### config.mk
export PLATFORM = sky130hd
export DESIGN_NAME = cache_refill_arbiter
export DESIGN_NICKNAME = d
export VERILOG_FILES = /design/src/rtl/cache_refill_arbiter.sv
export SDC_FILE = /design/constraint.sdc
export NUM_CORES = 1
export LEC_CHECK = 0
export CAP_MARGIN = 40
export CORE_AREA = 2 2 275 277
export DETAILED_ROUTE_END_ITERATION = 8
export DIE_AREA = 0 0 277 279
export PLACE_DENSITY = 0.61
export SLEW_MARGIN = 20
export SYNTH_ARGS = -nofsm -noshare
export SYNTH_HDL_FRONTEND = slang
export SYNTH_SLANG_ARGS = --single-unit
### constraint.sdc
create_clock -name iCLK -period 2.2 [get_ports iCLK]
set_clock_uncertainty 0.05 [all_clocks]
set_input_delay 0.44 -clock iCLK [delete_from_list [all_inputs] [get_ports iCLK]]
set_output_delay 0.44 -clock iCLK [all_outputs]
set_load 0.05 [all_outputs]
### src/rtl/cache_refill_arbiter.sv
// Shares one serial memory controller between I-cache refills and D-cache refill/write-back.
// Optional macro ARB_ROUND_ROBIN_EN: round-robin tie-break instead of fixed D-over-I priority.
module cache_refill_arbiter #(
  parameter int LINE_BITS = 128
) (
  input  logic                 iCLK,
  input  logic                 iRST,
  input  logic                 iI_REQ,
  input  logic [31:0]          iI_ADDR,
  output logic                 oI_GNT,
  output logic                 oI_DONE,
  output logic [LINE_BITS-1:0] oI_LINE,
  input  logic                 iD_REQ,
  input  logic                 iD_WE,
  input  logic [31:0]          iD_ADDR,
  input  logic [LINE_BITS-1:0] iD_WLINE,
  output logic                 oD_GNT,
  output logic                 oD_DONE,
  output logic [LINE_BITS-1:0] oD_RLINE,
  output logic [LINE_BITS-1:0] oCTRL_DATA,
  output logic                 oCTRL_START,
  input  logic [LINE_BITS-1:0] iCTRL_DATA,
  input  logic                 iCTRL_END,
  output logic                 oBUSY
);

  localparam int OFF_BITS = $clog2(LINE_BITS / 8);

  typedef enum logic [2:0] {IDLE, HDR, HDR_W, DAT, DAT_W, RESP} state_t;

  state_t                state_q, state_d;
  logic                  owner_q, owner_d;   // 1 = D-cache owns the transaction
  logic                  we_q, we_d;
  logic [23:0]           addr_q, addr_d;
  logic [LINE_BITS-1:0]  wline_q, wline_d;
  logic [LINE_BITS-1:0]  i_line_q, i_line_d;
  logic [LINE_BITS-1:0]  d_line_q, d_line_d;
  logic [LINE_BITS-1:0]  ctrl_data_q, ctrl_data_d;
  logic                  start_q, start_d;
  logic                  busy_q, busy_d;
  logic                  i_gnt_q, i_gnt_d;
  logic                  d_gnt_q, d_gnt_d;
  logic                  i_done_q, i_done_d;
  logic                  d_done_q, d_done_d;
  logic                  pick_dc;
  logic [LINE_BITS-1:0]  hdr;

  logic unused_addr_bits;
  assign unused_addr_bits = ^{iI_ADDR[31:24], iD_ADDR[31:24]};

`ifdef ARB_ROUND_ROBIN_EN
  logic last_q, last_d;   // 1 = D-cache was served most recently

  always_comb begin
    pick_dc = iD_REQ & (~iI_REQ | ~last_q);
    last_d  = last_q;
    if (state_q == IDLE && (iI_REQ || iD_REQ)) begin
      last_d = pick_dc;
    end
  end

  always_ff @(posedge iCLK or negedge iRST) begin
    if (!iRST) begin
      last_q <= 1'b0;
    end else begin
      last_q <= last_d;
    end
  end
`else
  always_comb begin
    pick_dc = iD_REQ;
  end
`endif

  always_comb begin
    state_d  = state_q;
    owner_d  = owner_q;
    we_d     = we_q;
    addr_d   = addr_q;
    wline_d  = wline_q;
    i_line_d = i_line_q;
    d_line_d = d_line_q;

    case (state_q)
      IDLE: begin
        if (iI_REQ || iD_REQ) begin
          state_d = HDR;
          owner_d = pick_dc;
          we_d    = pick_dc & iD_WE;
          addr_d  = pick_dc ? iD_ADDR[23:0] : iI_ADDR[23:0];
          addr_d[OFF_BITS-1:0] = '0;
          wline_d = iD_WLINE;
        end
      end
      HDR:   state_d = HDR_W;
      HDR_W: if (iCTRL_END) state_d = DAT;
      DAT:   state_d = DAT_W;
      DAT_W: begin
        if (iCTRL_END) begin
          state_d = RESP;
          if (!we_q) begin
            if (owner_q) d_line_d = iCTRL_DATA;
            else         i_line_d = iCTRL_DATA;
          end
        end
      end
      RESP:    state_d = IDLE;
      default: state_d = IDLE;
    endcase

    // Outputs are registered from the next state so they line up with the state they describe.
    hdr = '0;
    hdr[LINE_BITS-1 -: 8]  = we_d ? 8'h02 : 8'h03;
    hdr[LINE_BITS-9 -: 24] = addr_d;

    ctrl_data_d = '0;
    if (state_d == HDR)             ctrl_data_d = hdr;
    else if (state_d == DAT && we_d) ctrl_data_d = wline_d;

    start_d  = (state_d == HDR) || (state_d == DAT);
    busy_d   = (state_d != IDLE);
    i_gnt_d  = busy_d & ~owner_d;
    d_gnt_d  = busy_d & owner_d;
    i_done_d = (state_d == RESP) & ~owner_d;
    d_done_d = (state_d == RESP) & owner_d;
  end

  always_ff @(posedge iCLK or negedge iRST) begin
    if (!iRST) begin
      state_q     <= IDLE;
      owner_q     <= 1'b0;
      we_q        <= 1'b0;
      addr_q      <= '0;
      wline_q     <= '0;
      i_line_q    <= '0;
      d_line_q    <= '0;
      ctrl_data_q <= '0;
      start_q     <= 1'b0;
      busy_q      <= 1'b0;
      i_gnt_q     <= 1'b0;
      d_gnt_q     <= 1'b0;
      i_done_q    <= 1'b0;
      d_done_q    <= 1'b0;
    end else begin
      state_q     <= state_d;
      owner_q     <= owner_d;
      we_q        <= we_d;
      addr_q      <= addr_d;
      wline_q     <= wline_d;
      i_line_q    <= i_line_d;
      d_line_q    <= d_line_d;
      ctrl_data_q <= ctrl_data_d;
      start_q     <= start_d;
      busy_q      <= busy_d;
      i_gnt_q     <= i_gnt_d;
      d_gnt_q     <= d_gnt_d;
      i_done_q    <= i_done_d;
      d_done_q    <= d_done_d;
    end
  end

  assign oI_GNT      = i_gnt_q;
  assign oI_DONE     = i_done_q;
  assign oI_LINE     = i_line_q;
  assign oD_GNT      = d_gnt_q;
  assign oD_DONE     = d_done_q;
  assign oD_RLINE    = d_line_q;
  assign oCTRL_DATA  = ctrl_data_q;
  assign oCTRL_START = start_q;
  assign oBUSY       = busy_q;

endmodule
# Word-level counts from Yosys, hierarchy flattened
# Cells that the tools add are included.
[word_totals]
regBits = 547
inputBits = 326
output_inout_bits = 390
elab_cells = 52
[op_classes]
n_eq_ne = 7
muxes = 16
bitwise_logic = 8
reduce_logical = 7
[op_table]
columns = ["cell", "count"]
rows = [
  ["two-way mux 128 bit", 4],
  ["two-way mux 24 bit", 3],
  ["case mux 3 bit (5 select lines)", 1],
  ["equality test 3 x 2 -> 1 bit (second input constant)", 3],
  ["two-way mux 3 bit", 3],
  ["AND reduction 4 bit", 2],
  ["equality test 3 x 1 -> 1 bit (second input constant)", 2],
  ["equality test 3 bit (second input constant)", 2],
  ["AND 1 bit", 5],
  ["two-way mux 1 bit", 5],
  ["logical NOT 3 bit", 1],
  ["inverter 1 bit", 3],
  ["nonzero test 3 bit", 1],
  ["logical OR 1 bit", 2],
  ["logical AND 1 bit", 1],
]

# Depth between registers and ports, before layout
# Gate-level depths: netlist of the first run.
[logic_depth]
ltp_word = 7
mapped_depth = 6
ltp_nobuf = 3

# Worst setup path before layout of the first run
# No wires, ideal clock.
[synth_timing]
path_type = "flip-flop to flip-flop"
startpoint = "register state_q[0]"
endpoint = "register wline_q[118]"
setup_time_ps = 125
arrival_time_ps = 1662
required_time_ps = 2025
slack_ps = 363
path_stages_with_launch = 7
path_buffers = 3
synth_period_minus_slack_ps = 1837
path_cell_list = "dfrtp_1 -> buf_2 -> or3_1 -> nor2_1 -> buf_4 -> buf_4 -> mux2_2"
[synth_between]
elab_chain_len = 2
[synth_rtl]
columns = ["element", "line", "text"]
rows = [
  ["from (decl)", "31", "state_t state_q, state_d;"],
  ["from (signal assigned)", "145", "state_q <= state_d;"],
  ["logical NOT 3 bit", "84", "case (state_q)"],
  ["two-way mux 128 bit", "84", ""],
  ["named net wline_d[118]", "35", "logic [LINE_BITS-1:0] wline_q, wline_d;"],
  ["to (signal assigned)", "149", "wline_q <= wline_d;"],
  ["to (decl)", "35", ""],
]
# The timed path passes the listed nets, and every way through them passes these cells.
# A chain may end at the register's enable or synchronous reset.

# Final worst setup path of the first run
[layout_timing]
startpoint = "register d_line_q[67] (netlist: oD_RLINE[67])"
endpoint = "output port oD_RLINE[67]"
[layout_lines]
columns = ["element", "line", "text"]
rows = [
  ["from (decl)", "37", "logic [LINE_BITS-1:0] d_line_q, d_line_d;"],
  ["from (signal assigned)", "151", "d_line_q <= d_line_d;"],
  ["to (decl)", "19", "output logic [LINE_BITS-1:0] oD_RLINE,"],
]
# No word-level cell between the ends.

==> results of run 1 <==
flip-flops by register name, summed over array words and instances (netlist names):
signal	count
oD_RLINE	128
oBUSY	1
oD_DONE	1
oI_DONE	1
oD_GNT	1
owner_q	1
oCTRL_DATA	128
oCTRL_START	1
oI_LINE	128
oI_GNT	1
we_q	1
state_q	3
wline_q	128
area by class of cell:
cell class                      count  area [um^2]
Clock inverter                     23          211
Inverter                            1         3.75
Multi-Input combinational cell    566         5980
Antenna cell                        1         2.50
Sequential cell                   523        13100
Timing Repair Buffer              761         7230
Fill cell                        6998        44600
Clock buffer                       85         1700
Tap cell                          969         1210
what timing repair did:
item                                    4_1_cts  5_1_grt
endpoints found under the hold margin        28        0
hold buffers                                  1        0
endpoints found under the setup margin      382        0
resized for setup                           382        0
through the flow:
step | setup WS, ps | util [%] | total power [mW]
2_1_floorplan | 363 | - | 28.4
3_3_place_gp | -276 | 37.8 | 35.7
3_5_place_dp | -267 | 37.8 | 36.0
4_1_cts | 74.5 | 39.7 | 44.2
5_1_grt | 67.4 | 39.7 | 45.7
6_report | 125 | 39.7 | 43.6
logic make-up after synthesis:
kind of cell,synth area share (%)
mux,25.3
flops,67.2
simple gates,3.97
xor+xnor,0.0899
compound gates,1.30
buf+inv,2.22
routing by layer:
metal	part of all wire, %	vias to the layer above	track usage, %
li1	-	5546	-
met1	38	6221	16.2
met2	51	442	25.0
met3	8.1	103	5.05
met4	3.2	2	4.86
met5	0.023	-	0
worst paths after layout:
kind / to / slack [ps]
max in group asynchronous: oD_RLINE[11] / 950
min reg2reg: oCTRL_DATA[96] / 420
min in group iCLK: wline_q[118] / 390
max: oD_RLINE[67] / 130
min: oD_DONE / 370
max reg2reg: wline_q[51] / 170
synthesized netlist by cell type (2+ instances only):
cell type    n
a22o_1       2
and2_1     106
buf_1        3
buf_2       19
buf_4       13
buf_6       14
clkbuf_1    18
dfrtp_1    523
mux2_1       3
mux2_2     281
mux2_4     100
mux2i_1     22
nand2_1      7
nor2_1       5
nor3_1       2
o21ai_0      4
o2bb2ai_1   20
or3_1        2
xnor2_1      2
worst reg2reg max path, delay by kind of cell, from the launching register on:
| family | cells | cell delay (ps) |
|---|---|---|
| mux | 1 | 360 |
| buf+inv | 3 | 570 |
| simple gates | 2 | 550 |
| flops | 1 | 380 |
power by group through the flow:
stage | Combinational (mW) | Sequential, mW | Clock, mW
2_1_floorplan | 5.20 | 23.2 | 0
3_3_place_gp | 20.6 | 15.1 | 0
3_5_place_dp | 20.8 | 15.2 | 0
4_1_cts | 19.3 | 15.0 | 9.98
5_1_grt | 19.8 | 15.4 | 10.4
6_report | 19.0 | 14.9 | 9.64
==> summary.txt, run 1 <==
reg2reg start = state_q[0]
HPWL reported at the end of detailed placement = 41900 um
post-synthesis cell type count = 30
biggest cell delay along the critical path = 560 ps
Crit Path Max Fanout = 2
routed len/inst = 19.2 um
internal power = 25.8 mW
Pwr Density = 1480 nW/um^2
final hold violation count = 0
Max Cap Viol = 0
count of pins over their slew limit = 0
CP startpoint kind = flip-flop
routed vias/inst = 4.20
WS Path Type = flip-flop to output pin
Post-synth EDFFs = 0
WP data required = 1710 ps
Post-DP Area = 28000 um^2
Fmax = 482 MHz
crit path max-delay cell type = dlygate4sd2_1
Clk network pwr share = 22.1%
Routed WL = 56300 um
switching power = 17.9 mW
die width = 277 um
Yosys reg bits = 523
Post-Syn Instances = 1157
# rows = 100
Hold/Removal Path Class = primary input to asynchronous set/reset pin
top cell family by delay on the critical path = buffers and inverters
most common cell after layout, fill and taps aside = dfrtp_1
Final Setup Violations = 0
Worst Path Buf+Inv = 1
number of clock sinks = 523
post-route cell area = 29400 um^2
Core Footprint = 74100 um^2
Synthesized Nets = 1483
VDD IR max = 0.667 mV
TritonCTS clock tree = done
switching share of power = 40.9%
CP cell instances = dlygate4sd2_1
Combinational Power Share = 43.6%
nets = 2237
die area = 77300 um^2
clock buffer count from CTS = 58
share of cells above drive strength 1 = 28.5%
initial DRC count = 379
R2R depth = 6
asr flop ratio synth = 100%
synthesized area per cell = 16.8 um^2
most used flip-flop cell after synthesis = dfrtp_1
GPL Wtd Cong = 0.817
period utilisation layout = 94.3%
grt ovf = 0
# IOs = 716
post-route ant nets = 0
Worst Setup SP = oD_RLINE[67]
crit path DAT = 1580 ps
IO Port Bufs = 691
Worst-path clk slew = 60 ps
Final TNS setup = 0 ps
via count = 12300
first-pass GRT wire length = 85700 um
Post-Syn Area = 19500 um^2
min Tclk post-route = 2070 ps
Slew headroom = 59.5%
Post-Layout Cell Count = 2929
RSZ-0062 raised after global routing = false
DRT Pass-1 Iters = 4
antenna violations before repair = 2
Synth area leaders = dfrtp_1 (67%), mux2_2 (16%), mux2_4 (7.7%)
clock latency on the worst-skew pair = 600 ps
Bufs on Longest Clock Path = 3
Initial Util = 26.3%
Synth area leader = dfrtp_1
most frequent cells in the layout = dfrtp_1 (523), dlygate4sd2_1 (382), clkdlybuf4s50_1 (300)
status = finished clean
CTS H-tree lvls = 2
post-CTS setup buffer count = 0
Fin Hold WS = 373 ps
WP depth = 1
register area share after synthesis = 67.2%
pin count of the biggest net entering global routing = 53
worst-margin pin slew = 611 ps
Flop pwr share = 34.3%
root buf cell = clkbuf_16
share of the synthesized area in the top cell type = 67.2%
Synth Warn # = 0
Worst Setup End Kind = output pin
P_leak = 14.9 nW
Layout area overhead = 51.1%
GR Util All Layers = 14.3%
DRC violations left = 0
Die H = 279 um
number of global-route vias before repair = 13500
placed insts = 2819
Note: power is estimated with default switching activity, not from simulation.
==> run 2, diff against run 1 <==
- GPL_TIMING_DRIVEN: unset -> 1
- SETUP_SLACK_MARGIN: unset -> 0.4
==> run 2 against run 1 <==
  * Non-clock buffer count is 32 higher
  * Sequential power hardly changed
  * Cell area is 0.10% lower
  * Setup slack better by 53 ps
  * Global-route usage is 0.21 points higher
  * Sequential share of layout area hardly changed
  * Maximum frequency is 2.6% higher
  * Total power is 5.2% higher
==> summary.txt, run 2 (synthesis results as in run 1) <==
status = finished clean
clock latency on the worst-skew pair = 610 ps
WS Path Type = flip-flop to flip-flop
grt ovf = 0
Bufs on Longest Clock Path = 3
biggest cell delay along the critical path = 450 ps
Fmax = 495 MHz
register area = 13100 um^2
VDD IR max = 0.791 mV
most frequent CP cell = buf_12
Final Setup Violations = 0
via count = 12700
Worst Setup End Kind = flip-flop
clock buffer count from CTS = 57
CP cell instances = or3_4 -> nor2_4 -> buf_12 -> buf_12 -> clkbuf_16 -> buf_8 -> mux2_4
routed vias/inst = 4.28
number of global-route vias before repair = 13600
Layout area overhead = 50.9%
final hold violation count = 0
nets = 2269
Slew headroom = 66.4%
Final Util = 39.7%
Die H = 279 um
Core Footprint = 74100 um^2
Worst Path Buf+Inv = 4
Pwr Density = 1560 nW/um^2
met3 Use GR = 5.92%
Routed WL = 62600 um
Fin Hold WS = 274 ps
Hold/Removal Path Class = primary input to asynchronous set/reset pin
Max Cap Viol = 0
HPWL reported at the end of detailed placement = 42900 um
DRT Pass-1 Iters = 4
# rows = 100
RSZ-0062 raised after global routing = true
Fillers = 6977
routed len/inst = 21.1 um
area occupied by multi-input gates = 6510 um^2
CTS H-tree lvls = 2
first-pass GRT wire length = 86400 um
antenna violations before repair = 7
post-route ant nets = 0
# IOs = 716
most common cell after layout, fill and taps aside = dfrtp_1
crit path DAT = 2470 ps
crit path max-delay cell type = dfrtp_2
Most Used Layer, Global Route = met2
GPL Wtd Cong = 0.806
root buf cell = clkbuf_16
number of clock sinks = 523
Final TNS setup = 0 ps
IO Port Bufs = 691
period utilisation layout = 91.9%
die width = 277 um
initial DRC count = 426
P_leak = 14.8 nW
GR Util All Layers = 14.5%
count of pins over their slew limit = 0
pin count of the biggest net entering global routing = 90
reg2reg setup slack = 180 ps
top cell family by delay on the critical path = buffers and inverters
share of cells above drive strength 1 = 49.4%
most frequent cells in the layout = dfrtp_1 (522), clkdlybuf4s50_1 (300), mux2_4 (220)
Initial Util = 26.3%
DRC violations left = 0
Worst-path clk slew = 60 ps
CP startpoint kind = flip-flop
TritonCTS clock tree = done
worst-margin pin slew = 504 ps
M2 GR Usage = 24.9%
die area = 77300 um^2
met1 Track Usage GR = 16.4%
Total Power = 45.9 mW
min Tclk post-route = 2020 ps
WP data required = 2650 ps
Crit Path Max Fanout = 8
==> run 2: changes by cell type in the layout (fill, tap and decap cells not counted), moves of 7 or more <==
cell / previous run / this run
mux2_4: 100 / 220
mux2_2: 281 / 161
clkbuf_2: 0 / 209
buf_6: 0 / 16
buf_2: 0 / 139
dlygate4sd2_1: 382 / 0
clkbuf_8: 13 / 6
clkbuf_16: 59 / 76
clkbuf_4: 0 / 15
==> run 2: layout make-up <==
class                   instances  area share, %
diodes                          2         0.0170
clock buffers                  73           5.26
clock inverters                34           1.29
inverters                       1         0.0128
multi-input cells             567           22.1
flip-flops and latches        523           44.5
well taps                     969           4.12
repair buffers                793           22.6
==> run 2: worst register-to-register path, cell delays in order (launching register included) <==
cell       delay, ps
dfrtp_2          450
or3_4            420
nor2_4           110
buf_12           150
buf_12           130
clkbuf_16        180
buf_8            130
mux2_4           300
==> run 2: worst paths after layout <==
check,cells after the start,from,endpoint
min in group iCLK,2,iD_WLINE[28],wline_q[28]
hold / removal,2,iRST,oI_LINE[44]
setup reg to reg,7,state_q[2],wline_q[52]
hold reg to reg,1,wline_q[19],oCTRL_DATA[19]
setup / recovery,7,state_q[2],wline_q[52]
max in group asynchronous,3,iRST,wline_q[89]
==> run 2: power breakdown <==
part / leakage, nW / internal, mW / switching, mW
Sequential: 6.73 / 13.3 / 1.98
Combinational: 7.10 / 8.01 / 12.8
Clock: 0.938 / 5.71 / 4.08
Total: 14.8 / 27.0 / 18.9
==> run 2: per-layer routing <==
layer	vias to the layer above	part of all wire, %
li1	5602	-
met1	6490	39
met2	460	50
met3	112	8.7
met4	10	2.8
met5	-	0.091
==> run 2: what timing repair did <==
| item | CTS | global route |
|---|---|---|
| endpoints found under the hold margin | 103 | 0 |
| cloned | 0 | 24 |
| resized for setup | 1046 | 580 |
| setup buffers | 2 | 12 |
| hold buffers | 1 | 0 |
| setup endpoints to repair | 762 | 755 |
| pin swaps | 1 | 2 |
==> run 2: metrics by stage <==
stage	cells	worst slack, ps	area (um^2)
4_1_cts	2924	181	29400
6_report	2962	178	29400
3_5_place_dp	2814	-323	28000
2_1_floorplan	1157	398	19500
3_3_place_gp	2814	-285	28000
5_1_grt	2962	132	29400
==> patch (flow settings as in run 1) <==
Add a define of `ARB_ROUND_ROBIN_EN`.
--- a/src/rtl/cache_refill_arbiter.sv
+++ b/src/rtl/cache_refill_arbiter.sv
@@ -2,2 +2,4 @@
 // Optional macro ARB_ROUND_ROBIN_EN: round-robin tie-break instead of fixed D-over-I priority.
+`define ARB_ROUND_ROBIN_EN
+
 module cache_refill_arbiter #(
Check against the original RTL: not settled (the Yosys comparison gave no result); the edit may change what the design does.
==> patch against run 1 <==
  * Global-route usage up 1.6 points
  * Power down 4.2%
  * Synthesized area down 0.60%
  * Sequential power down 5%
  * Largest power group unchanged
  * Routed wire length up 11%
  * Highest routed layer unchanged
  * Cell area about the same
  * Setup slack better by 27 ps
  * Sequential share of layout area up 0.060 points
  * Sequential cell count up 1
==> patch: results (changes against run 1) <==
| Metric | Value |
|---|---|
| Placed Cells incl. Taps | 3,060 (was 2,819) |
| First-pass GRT wire length | 94,450 um (was 85,680 um) |
| Num CTS Buffers | 55 (was 58) |
| Sequential area share after synthesis | 67.70% (was 67.17%) |
| Post-synthesis net count | 1,737 (was 1,483) |
| Gp weighted congestion | 0.8177 (was 0.8168) |
| Layout net count | 2,475 (was 2,237) |
| Worst slew pin tran | 711.1 ps (was 610.6 ps) |
| Share of cells above drive strength 1 | 17.41% (was 28.48%) |
| Static leakage | 0.01476 uW (was 0.01494 uW) |
| Run status | completed (unchanged) |
| Worst r2r path cells | 3 (was 6) |
| Distinct cells, synth | 35 (was 30) |
| Largest net degree at the start of global routing | 108 (was 53) |
| Vias per cell | 4.468 (was 4.204) |
| Worst min path class | in -> reg (was in -> async) |
| Final HPWL DP | 47,210 um (was 41,930 um) |
| Fillers | 7,066 (was 6,998) |
| Antenna violations before repair | 3 (was 2) |
| Setup violations, final | 0 (unchanged) |
| Worst EP arrival | 1560 ps (was 1580 ps) |
| Post-CTS resize count | 350 (was 382) |
| Avg Inst Size Synth | 13.73 sq um (was 16.84 sq um) |
| Max incr delay on CP | 570 ps |
| Clock latency at the later pin of the worst-skew pair | 590 ps |
| Vias in the first global route | 15,110 (was 13,470) |
| Slowest-stage cell, CP | dlygate4sd2_1 (unchanged) |
| Top post-synthesis cells by area | dfrtp_1, mux2_2, mux2_1 (was dfrtp_1, mux2_2, mux2_4) |
| Drt wl/cell | 19.85 um (was 19.22 um) |
| Post-synth top cells | dfrtp_1, mux2_2, mux2_1, nand2_1, o21ai_0 (was dfrtp_1, mux2_2, and2_1, mux2_4, mux2i_1) |
| 1st-pass router iterations | 5 (was 4) |
| WL final | 62,730 um (was 56,290 um) |
| Global Route Usage Sum | 15.91% (was 14.32%) |
| Peak VDD IR | 0.7258 mV (was 0.6669 mV) |
| Drt initial violations | 509 (was 379) |
| Dpl cell area | 0.02802 sq mm (was 0.02798 sq mm) |
| Hold_buf cts | 1 (unchanged) |
## patch: cell count changes after synthesis, moves of 100 or more
cell	delta
nand2_1	+106
mux2_1	+118
a21oi_1	+107
mux2_4	-100
nand3_1	+108
o21ai_0	+105
and2_1	-105
mux2_2	-124
## patch: final timing paths
| path | from | slack (ps) | to |
|---|---|---|---|
| min | iD_WLINE[20] | 360 | wline_q[20] |
| min reg2reg | wline_q[104] | 430 | oCTRL_DATA[104] |
| max | oI_LINE[42] | 150 | oI_LINE[42] |
| max in group asynchronous | iRST | 920 | oI_LINE[57] |
| max reg2reg | state_q[0] | 210 | wline_q[115] |
| min in group asynchronous | iRST | 400 | oI_LINE[92] |
## patch: final cells by class
cell class	instances	area, sq um	share of cell area, %
Sequential cell	524	13110	44.53
Timing Repair Buffer	784	7460	25.33
Multi-Input combinational cell	784	5806	19.71
Clock buffer	80	1603	5.443
Tap cell	969	1212	4.117
Clock inverter	17	247.7	0.8413
Antenna cell	3	7.507	0.02549
## patch: cell families after synthesis
group | synth area share, %
AO/OA/AOI/OAI | 6.855
AND/OR/NAND/NOR | 5.608
flip-flops | 67.70
multiplexers | 17.25
XOR/XNOR | 0.09046
buffers and inverters | 2.494
## patch: power breakdown
part	switching (uW)	total [uW]	internal (uW)	leakage, uW
Sequential	1330	14200	12900	0.00681
Combinational	12500	18000	5470	0.00705
Clock	3830	9550	5720	0.000905
Total	17700	41800	24100	0.0148
## patch: layer usage
metal / part of all wire [%] / vias up / GRT usage (%) / wire, um
met5: 0.021 / - / 0 / 13
met4: 3.0 / 2 / 5.003 / 1872
met3: 8.6 / 86 / 5.732 / 5366
met2: 50 / 508 / 27.92 / 31530
met1: 38 / 7097 / 18.00 / 23950
li1: - / 6430 / - / -
